===== src/rtl/button_debouncer.sv =====
// -----------------------------------------------------------------------------
// button_debouncer
//
// Conditions a raw mechanical push-button pin for use inside the clk domain.
// The pin is brought in through a two-flop synchroniser, then a small FSM
// requires the synchronised level to stay stable for DEBOUNCE_CYCLES before a
// press or release is accepted. Accepted changes are reported as a clean
// level plus single-cycle strobes. While the button is held, an optional
// auto-repeat strobe fires first after HOLD_CYCLES and then every
// REPEAT_CYCLES. Downstream stages use these strobes as count enables, so
// every output is a flop and at most one strobe is high in any cycle.
//
// Parameters
//   ACTIVE_LOW       1: pin reads 0 when pressed (pull-up), 0: pin reads 1
//   DEBOUNCE_CYCLES  stable cycles needed to accept a change (>= 2)
//   HOLD_CYCLES      cycles after an accepted press before the first
//                    hold_pulse (>= 2)
//   REPEAT_CYCLES    cycles between later hold_pulses (>= 2)
//   REPEAT_EN        0 disables hold/repeat; hold_pulse then stays 0
//
// Ports
//   clk            in   system clock
//   rst            in   asynchronous reset, active high
//   btn_raw        in   raw asynchronous button pin
//   btn_level      out  debounced state, 1 = pressed
//   press_pulse    out  one-cycle strobe on an accepted press
//   release_pulse  out  one-cycle strobe on an accepted release
//   hold_pulse     out  one-cycle auto-repeat strobe while held
// -----------------------------------------------------------------------------
module button_debouncer #(
    parameter bit          ACTIVE_LOW      = 1'b1,
    parameter int unsigned DEBOUNCE_CYCLES = 120000,
    parameter int unsigned HOLD_CYCLES     = 6000000,
    parameter int unsigned REPEAT_CYCLES   = 1200000,
    parameter bit          REPEAT_EN       = 1'b1
) (
    input  logic clk,
    input  logic rst,
    input  logic btn_raw,
    output logic btn_level,
    output logic press_pulse,
    output logic release_pulse,
    output logic hold_pulse
);

    // Each counter only has to reach its terminal value (N-1).
    localparam int unsigned DB_W  = $clog2(DEBOUNCE_CYCLES);
    localparam int unsigned HLD_W = $clog2(HOLD_CYCLES);
    localparam int unsigned REP_W = $clog2(REPEAT_CYCLES);

    localparam logic [DB_W-1:0]  DB_LAST  = DB_W'(DEBOUNCE_CYCLES - 1);
    localparam logic [HLD_W-1:0] HLD_LAST = HLD_W'(HOLD_CYCLES - 1);
    localparam logic [REP_W-1:0] REP_LAST = REP_W'(REPEAT_CYCLES - 1);

    // Pin level that means "not pressed"; the synchroniser resets to it so
    // leaving reset never looks like a press edge.
    localparam logic PIN_RELEASED = ACTIVE_LOW;

    typedef enum logic [2:0] {
        IDLE,
        PRESS_WAIT,
        PRESSED,
        REPEAT,
        RELEASE_WAIT
    } state_t;

    state_t           state;
    logic             sync_meta;
    logic             sync_out;
    logic             pressed;
    logic [DB_W-1:0]  cnt;       // debounce timer, shared by both wait states
    logic [HLD_W-1:0] hold_cnt;  // time held since the accepted press
    logic [REP_W-1:0] rep_cnt;   // time since the last hold_pulse

    // -------------------------------------------------------------------------
    // Two-flop synchroniser for the asynchronous pin.
    // -------------------------------------------------------------------------
    always_ff @(posedge clk or posedge rst) begin
        if (rst) begin
            sync_meta <= PIN_RELEASED;
            sync_out  <= PIN_RELEASED;
        end else begin
            sync_meta <= btn_raw;
            sync_out  <= sync_meta;
        end
    end

    // Polarity is folded in here so the FSM only ever sees "pressed".
    assign pressed = ACTIVE_LOW ? ~sync_out : sync_out;

    // -------------------------------------------------------------------------
    // Debounce / hold / repeat FSM. The strobes default low every cycle, so
    // each one is exactly one cycle wide. Every state drives at most one
    // strobe, so two strobes can never coincide.
    // -------------------------------------------------------------------------
    always_ff @(posedge clk or posedge rst) begin
        if (rst) begin
            state         <= IDLE;
            cnt           <= '0;
            hold_cnt      <= '0;
            rep_cnt       <= '0;
            btn_level     <= 1'b0;
            press_pulse   <= 1'b0;
            release_pulse <= 1'b0;
            hold_pulse    <= 1'b0;
        end else begin
            press_pulse   <= 1'b0;
            release_pulse <= 1'b0;
            hold_pulse    <= 1'b0;

            case (state)
                IDLE: begin
                    if (pressed) begin
                        state <= PRESS_WAIT;
                        cnt   <= '0;
                    end
                end

                // btn_level stays 0 here; a short glitch just falls back.
                PRESS_WAIT: begin
                    if (!pressed) begin
                        state <= IDLE;
                    end else if (cnt == DB_LAST) begin
                        state       <= PRESSED;
                        press_pulse <= 1'b1;
                        btn_level   <= 1'b1;
                        hold_cnt    <= '0;
                    end else begin
                        cnt <= cnt + DB_W'(1);
                    end
                end

                // With repeat disabled, hold_cnt parks at its terminal value
                // instead of wrapping.
                PRESSED: begin
                    if (!pressed) begin
                        state <= RELEASE_WAIT;
                        cnt   <= '0;
                    end else if (REPEAT_EN && (hold_cnt == HLD_LAST)) begin
                        state      <= REPEAT;
                        hold_pulse <= 1'b1;
                        rep_cnt    <= '0;
                    end else if (hold_cnt != HLD_LAST) begin
                        hold_cnt <= hold_cnt + HLD_W'(1);
                    end
                end

                REPEAT: begin
                    if (!pressed) begin
                        state <= RELEASE_WAIT;
                        cnt   <= '0;
                    end else if (rep_cnt == REP_LAST) begin
                        hold_pulse <= 1'b1;
                        rep_cnt    <= '0;
                    end else begin
                        rep_cnt <= rep_cnt + REP_W'(1);
                    end
                end

                // btn_level stays 1 here. A release bounce returns to PRESSED
                // with the hold timer restarted and no strobe, even when the
                // button was already auto-repeating.
                RELEASE_WAIT: begin
                    if (pressed) begin
                        state    <= PRESSED;
                        hold_cnt <= '0;
                    end else if (cnt == DB_LAST) begin
                        state         <= IDLE;
                        release_pulse <= 1'b1;
                        btn_level     <= 1'b0;
                    end else begin
                        cnt <= cnt + DB_W'(1);
                    end
                end

                default: begin
                    state <= IDLE;
                end
            endcase
        end
    end

endmodule


===== config.mk =====
export PLATFORM = sky130hd
export DESIGN_NAME = button_debouncer
export DESIGN_NICKNAME = d
export VERILOG_FILES = /design/src/rtl/button_debouncer.sv
export SDC_FILE = /design/constraint.sdc
export NUM_CORES = 1
export LEC_CHECK = 0
export BUFFER_PORTS_ARGS = -buffer_cell sky130_fd_sc_hd__clkbuf_2
export CORE_MARGIN = 2
export CORE_UTILIZATION = 62
export CTS_BUF_LIST = sky130_fd_sc_hd__clkbuf_8
export CTS_CLUSTER_DIAMETER = 50
export DETAILED_ROUTE_END_ITERATION = 8
export GPL_ROUTABILITY_DRIVEN = 0
export PLACE_DENSITY = 0.75
export SYNTH_ARGS = -nofsm -noshare
export SYNTH_HDL_FRONTEND = slang
export SYNTH_SLANG_ARGS = --single-unit

===== constraint.sdc =====
create_clock -name clk -period 7.69 [get_ports clk]
set_input_delay 1.1535 -clock clk [delete_from_list [all_inputs] [get_ports clk]]
set_output_delay 1.1535 -clock clk [all_outputs]
set_load 0.1 [all_outputs]

# Word level (Yosys, flattened, before mapping)
# Index checks and enable logic that the tools add are counted.
# op_classes
eq_ne	24
n_reduce_logical	11
add_sub_neg	3
mux	42
# op_table
operator	count
23-bit two-way mux	6
17-bit two-way mux	5
21-bit two-way mux	4
23-bit case mux with 3 select lines	1
17-bit case mux with 4 select lines	1
21-bit case mux with 2 select lines	1
3-bit two-way mux	8
2-bit != test, second input constant	12
23-bit by 1-bit adder with 23-bit output, second input constant	1
23-bit equality test, second input constant	1
23-bit != test, second input constant	1
21-bit by 1-bit adder with 21-bit output, second input constant	1
21-bit equality test, second input constant	1
17-bit by 1-bit adder with 17-bit output, second input constant	1
17-bit equality test, second input constant	1
3-bit case mux with 5 select lines	1
5-bit AND reduction	3
1-bit two-way mux	13
3-bit != test, second input constant	3
7-bit AND reduction	1
3-bit by 2-bit equality test with 1-bit output, second input constant	2
1-bit case mux with 2 select lines	2
4-bit AND reduction	1
2-bit nonzero test	2
other kinds (7)	7
# totals
inputBits	3
ff_bits	70

# Longest topological paths before layout
# depth
word_depth	5
depth_mapped	9
ltp_nobuf	6

# Worst setup path after synthesis
# OpenSTA, ideal clock, no wires.
# synth_path
kind	register to register
startpoint	reg hold_cnt[9]
endpoint	reg rep_cnt[7]
n_path_buf	2
synth_period_minus_slack_ns	2.464
t_arrival_ns	2.391
slack_ns	5.226
stages_incl_launch_ff	8
t_required_ns	7.617
setup_time_ns	0.073
cell_sequence	dfrtp_1 > or4b_1 > or3_4 > o2bb2a_4 > buf_6 > buf_6 > or4_4 > a21oi_2
# synth_via
elab_chain_cells	3
# synth_lines
element	line_no	source
start, declared	72	logic [HLD_W-1:0] hold_cnt;
start signal, assigned	144	hold_cnt <= hold_cnt + HLD_W'(1);
23-bit equality test	139	end else if (REPEAT_EN && (hold_cnt == HLD_LAST)) begin
2-bit != test (no source line)	n/a	
4-bit AND reduction (no source line)	n/a	
end signal, assigned	156	rep_cnt <= rep_cnt + REP_W'(1);
end, declared	73	logic [REP_W-1:0] rep_cnt;
# No other way between the ends.
# A chain may end at the register's enable or synchronous reset.

# Final worst setup path
# layout_path
startpoint	reg state[1]
endpoint	reg hold_cnt[8]
# layout_via
elab_chain_cells	3
elab_cells_between_ends	12
classes_between	9 x eq/ne; 1 x mux; 2 x reduce/logical
# layout_lines
element	line_no	source
start, declared	67	state_t state;
start signal, assigned	98	state <= IDLE;
start signal, assigned	114	state <= PRESS_WAIT;
start signal, assigned	122	state <= IDLE;
3-bit by 2-bit equality test with 1-bit output, or another cell as far along	111	case (state)
2-bit != test (no source line) / 3-bit nonzero test (equally long branches)	n/a	
7-bit AND reduction (no source line)	n/a	
# Several ways; a longest one is shown, not always the timed one.

==> results.md <==
* GR Overflow Total at 0
* Rel. slew slack at 0.224
* Full die area at 0.00703 mm^2
* Cell depth of the worst setup path at 4
* RR Endpoint: hold_cnt[8]
* Max incr delay on CP at 970 ps
* Finished Core Util at 0.677
* Synth Cell Area at 0.00395 mm^2
* Reg2Reg Depth at 4
* Worst r2r src: state[1]
* Worst Setup EP: hold_cnt[8]
* Die X at between 80 and 90 um
* Syn nets at 441
* Worst vdd ir at 0.109 mV
* Post-cts resize count at 0
* Buf/Inv on CP at 0
* H-tree depth at 3
* Max FO, Critical Path at 17
* Seq pwr share at 0.534
* NetSw at 0.158 mW
* HP Class: reg2reg
* DRT antenna net count at 0
* Max Cap Violations at 0
* Initial antenna violation count at 0
* Seq. cell area at 0.00175 mm^2
* Post-synthesis sequential area ratio at 0.444
* Setup Buffers After CTS at 0
* RSZ-0062 raised after global routing: no
* Ant. Diodes at 0
* Actual slew at the worst max-slew pin at 1160 ps
* Row Count at 29
* HPWL Detailed at between 5 and 6 mm
* Vias in the first global route at between 3,000 and 4,000
* CTS tree: built
* Mapped Cells at 435
* Via count at 3,481
* Crit end category: flop
* Seq cells post-synth at 70
* CP Class: reg2reg
* Critical Path Start: state[1]
* Filler cells at 512
* WL/cell at 16.4 um
* Synthesized area per cell at 9.09 um^2
* Area after DPL at 0.00402 mm^2
* Hold Vio Cnt, Final at 0
* Share of cells above drive strength 1 at 0.0837
* CP Data Arrival Time at 3270 ps
* Inst Count DP at 503
* Final Hold Slack at approximately 360 ps
* Number of synthesized flops with an enable pin at 0
* Startpoint Class: flop
* DRC viols at 0
* Top_reg_cell synth: dfrtp_1
* Drt initial violations at 314
* Ys Warns at 0
* Drt via density at 6.71
* Synth async-reset ratio at 1.00
* CTS Sinks at 70
* Area Growth Syn to Fin at 6.93%
* Combinational share of power at 0.028
* Height of the die at 83.8 um
* First-pass GRT wire length at 15.4 mm
* Starting Density at 0.633
* P_leak at 1.68 nW
* Clk buf depth at 2
* Power Dens Cells at 166 mW/mm^2
* Hold-fix buffers at CTS at 0
* Switch share at 0.226
* Number of setup violations in the final report at 0
* Synth unique cells at 61
* Clk_lat worst skew at 340 ps
* Clock share of power at 0.438
* CP max stage cell: a21oi_1
* Fmax at roughly 320 MHz
* Worst path cell trace: nor3b_1 > o21ai_0 > a21oi_1 > a31oi_1
* IO Pins at 7
* Period minus WS final at approximately 3100 ps
* Layout Skew at 9.09 ps
* Pins over their slew limit at 0
* Setup_tns at 0 ps
* Final WL at 8.53 mm
* Hold Path Origin: sync_meta
* Root buffer cell: clkbuf_8
* Tcrit/Tclk final at 0.405
* Cell Count, Final, Fillers Out at 519
* Worst Path Required at 7850 ps
* Port bufs at 6
* Core area at approximately 0.0062 mm^2
* Crit path max-delay family: compound AO/OA/AOI/OAI gates
* Nets at around 440
* Outcome: completed
* Largest net degree at the start of global routing at 71
* Multi-input gate area at 0.00207 mm^2
* GR Util All Layers at 0.267
* Internal at 0.542 mW
* Post-route design area at approximately 0.0042 mm^2
* DR pass1 iterations at 5
* Reg2reg setup slack at approximately 4600 ps
* Num CTS Buffers at 9
* Clock Pin Slew Worst Setup and Hold Paths at 70 ps
## sequential cells by signal, indices dropped and copies added, names as in the netlist
| name | flops |
|---|---|
| cnt | 17 |
| rep_cnt | 21 |
| release_pulse | 1 |
| hold_pulse | 1 |
| sync_meta | 1 |
| sync_out | 1 |
| state | 3 |
| hold_cnt | 23 |
| press_pulse | 1 |
| btn_level | 1 |
## area by class of cell
| class | instances | share of cell area |
|---|---|---|
| well taps | 77 | 0.0228 |
| flip-flops and latches | 70 | 0.415 |
| repair buffers | 9 | 0.0124 |
| inverters | 12 | 0.0107 |
| clock buffers | 11 | 0.0358 |
| multi-input cells | 335 | 0.490 |
| clock inverters | 5 | 0.0136 |
## cell usage in the layout (no fill, tap or decap), types with 6 or more instances in the layout
cell type	instances
a21oi_1	39
a31oi_1	12
and3_1	12
clkbuf_2	6
clkbuf_8	11
dfrtp_1	68
inv_1	11
nand2_1	39
nand2b_1	8
nand3_1	22
nand4_1	16
nor2_1	18
nor3_1	11
nor4_1	8
o21ai_0	28
o31ai_1	17
or3_1	11
or4_1	17
## kinds of logic after synthesis
logic type / Yosys count / share of synthesized area
xor+xnor: 3 / 0.00665
simple gates: 193 / 0.284
fa+ha+maj: 3 / 0.00950
mux: 4 / 0.0104
flops: 70 / 0.444
compound gates: 132 / 0.213
buf+inv: 30 / 0.0326
## metrics by stage
step	setup slack, ps	power [mW]
floorplan	4770	0.395
global placement	4760	0.400
detailed placement	4650	0.401
CTS	4630	0.706
global route	4280	0.724
finish	4580	0.701
## power by group through the flow
stage	clock, mW	combinational [mW]	sequential, mW
floorplan	0	0.0156	0.379
global placement	0	0.0194	0.381
detailed placement	0	0.0200	0.381
CTS	0.312	0.0201	0.374
global route	0.327	0.0227	0.375
finish	0.307	0.0195	0.374
## synth_stat cells (3+ instances only)
library cell	instances	area share
o211ai_1	3	0.0057
o31ai_1	17	0.032
or4_1	17	0.032
o21a_1	5	0.0095
a21oi_1	39	0.049
nor4_1	8	0.013
nand4b_1	5	0.011
nand2_1	39	0.037
nor2_1	18	0.017
and2_1	3	0.0047
nand4_1	16	0.025
a31oi_1	12	0.019
mux2i_1	3	0.0076
and4_1	4	0.0089
dfrtp_1	68	0.43
or3_1	11	0.017
nand2b_1	8	0.013
clkbuf_1	14	0.013
o21ai_0	28	0.035
nand3_1	22	0.028
a21o_1	5	0.0095
nor3_1	11	0.014
inv_1	12	0.011
a41oi_1	3	0.0066
and3_1	12	0.019
a211o_1	4	0.0089
ha_1	3	0.0095
## layer usage
layer	vias to the layer above	global-route usage	wire length [um]
met1	1692	0.384	4000
li1	1698	-	-
met4	0	0.0938	136
met5	-	0	0
met2	79	0.418	4070
met3	12	0.0366	331
## worst min path at each step
| stage | endpoint | slack [ps] | cells past startpoint |
|---|---|---|---|
| 3_3_place_gp | sync_out | 350 | 0 |
| 4_1_cts | sync_out | 360 | 0 |
| 6_report | sync_out | 360 | 0 |
| 5_1_grt | sync_out | 360 | 0 |
| 3_5_place_dp | sync_out | 350 | 0 |
| 2_1_floorplan | sync_out | 350 | 0 |
(Power assumes the default switching activity.)
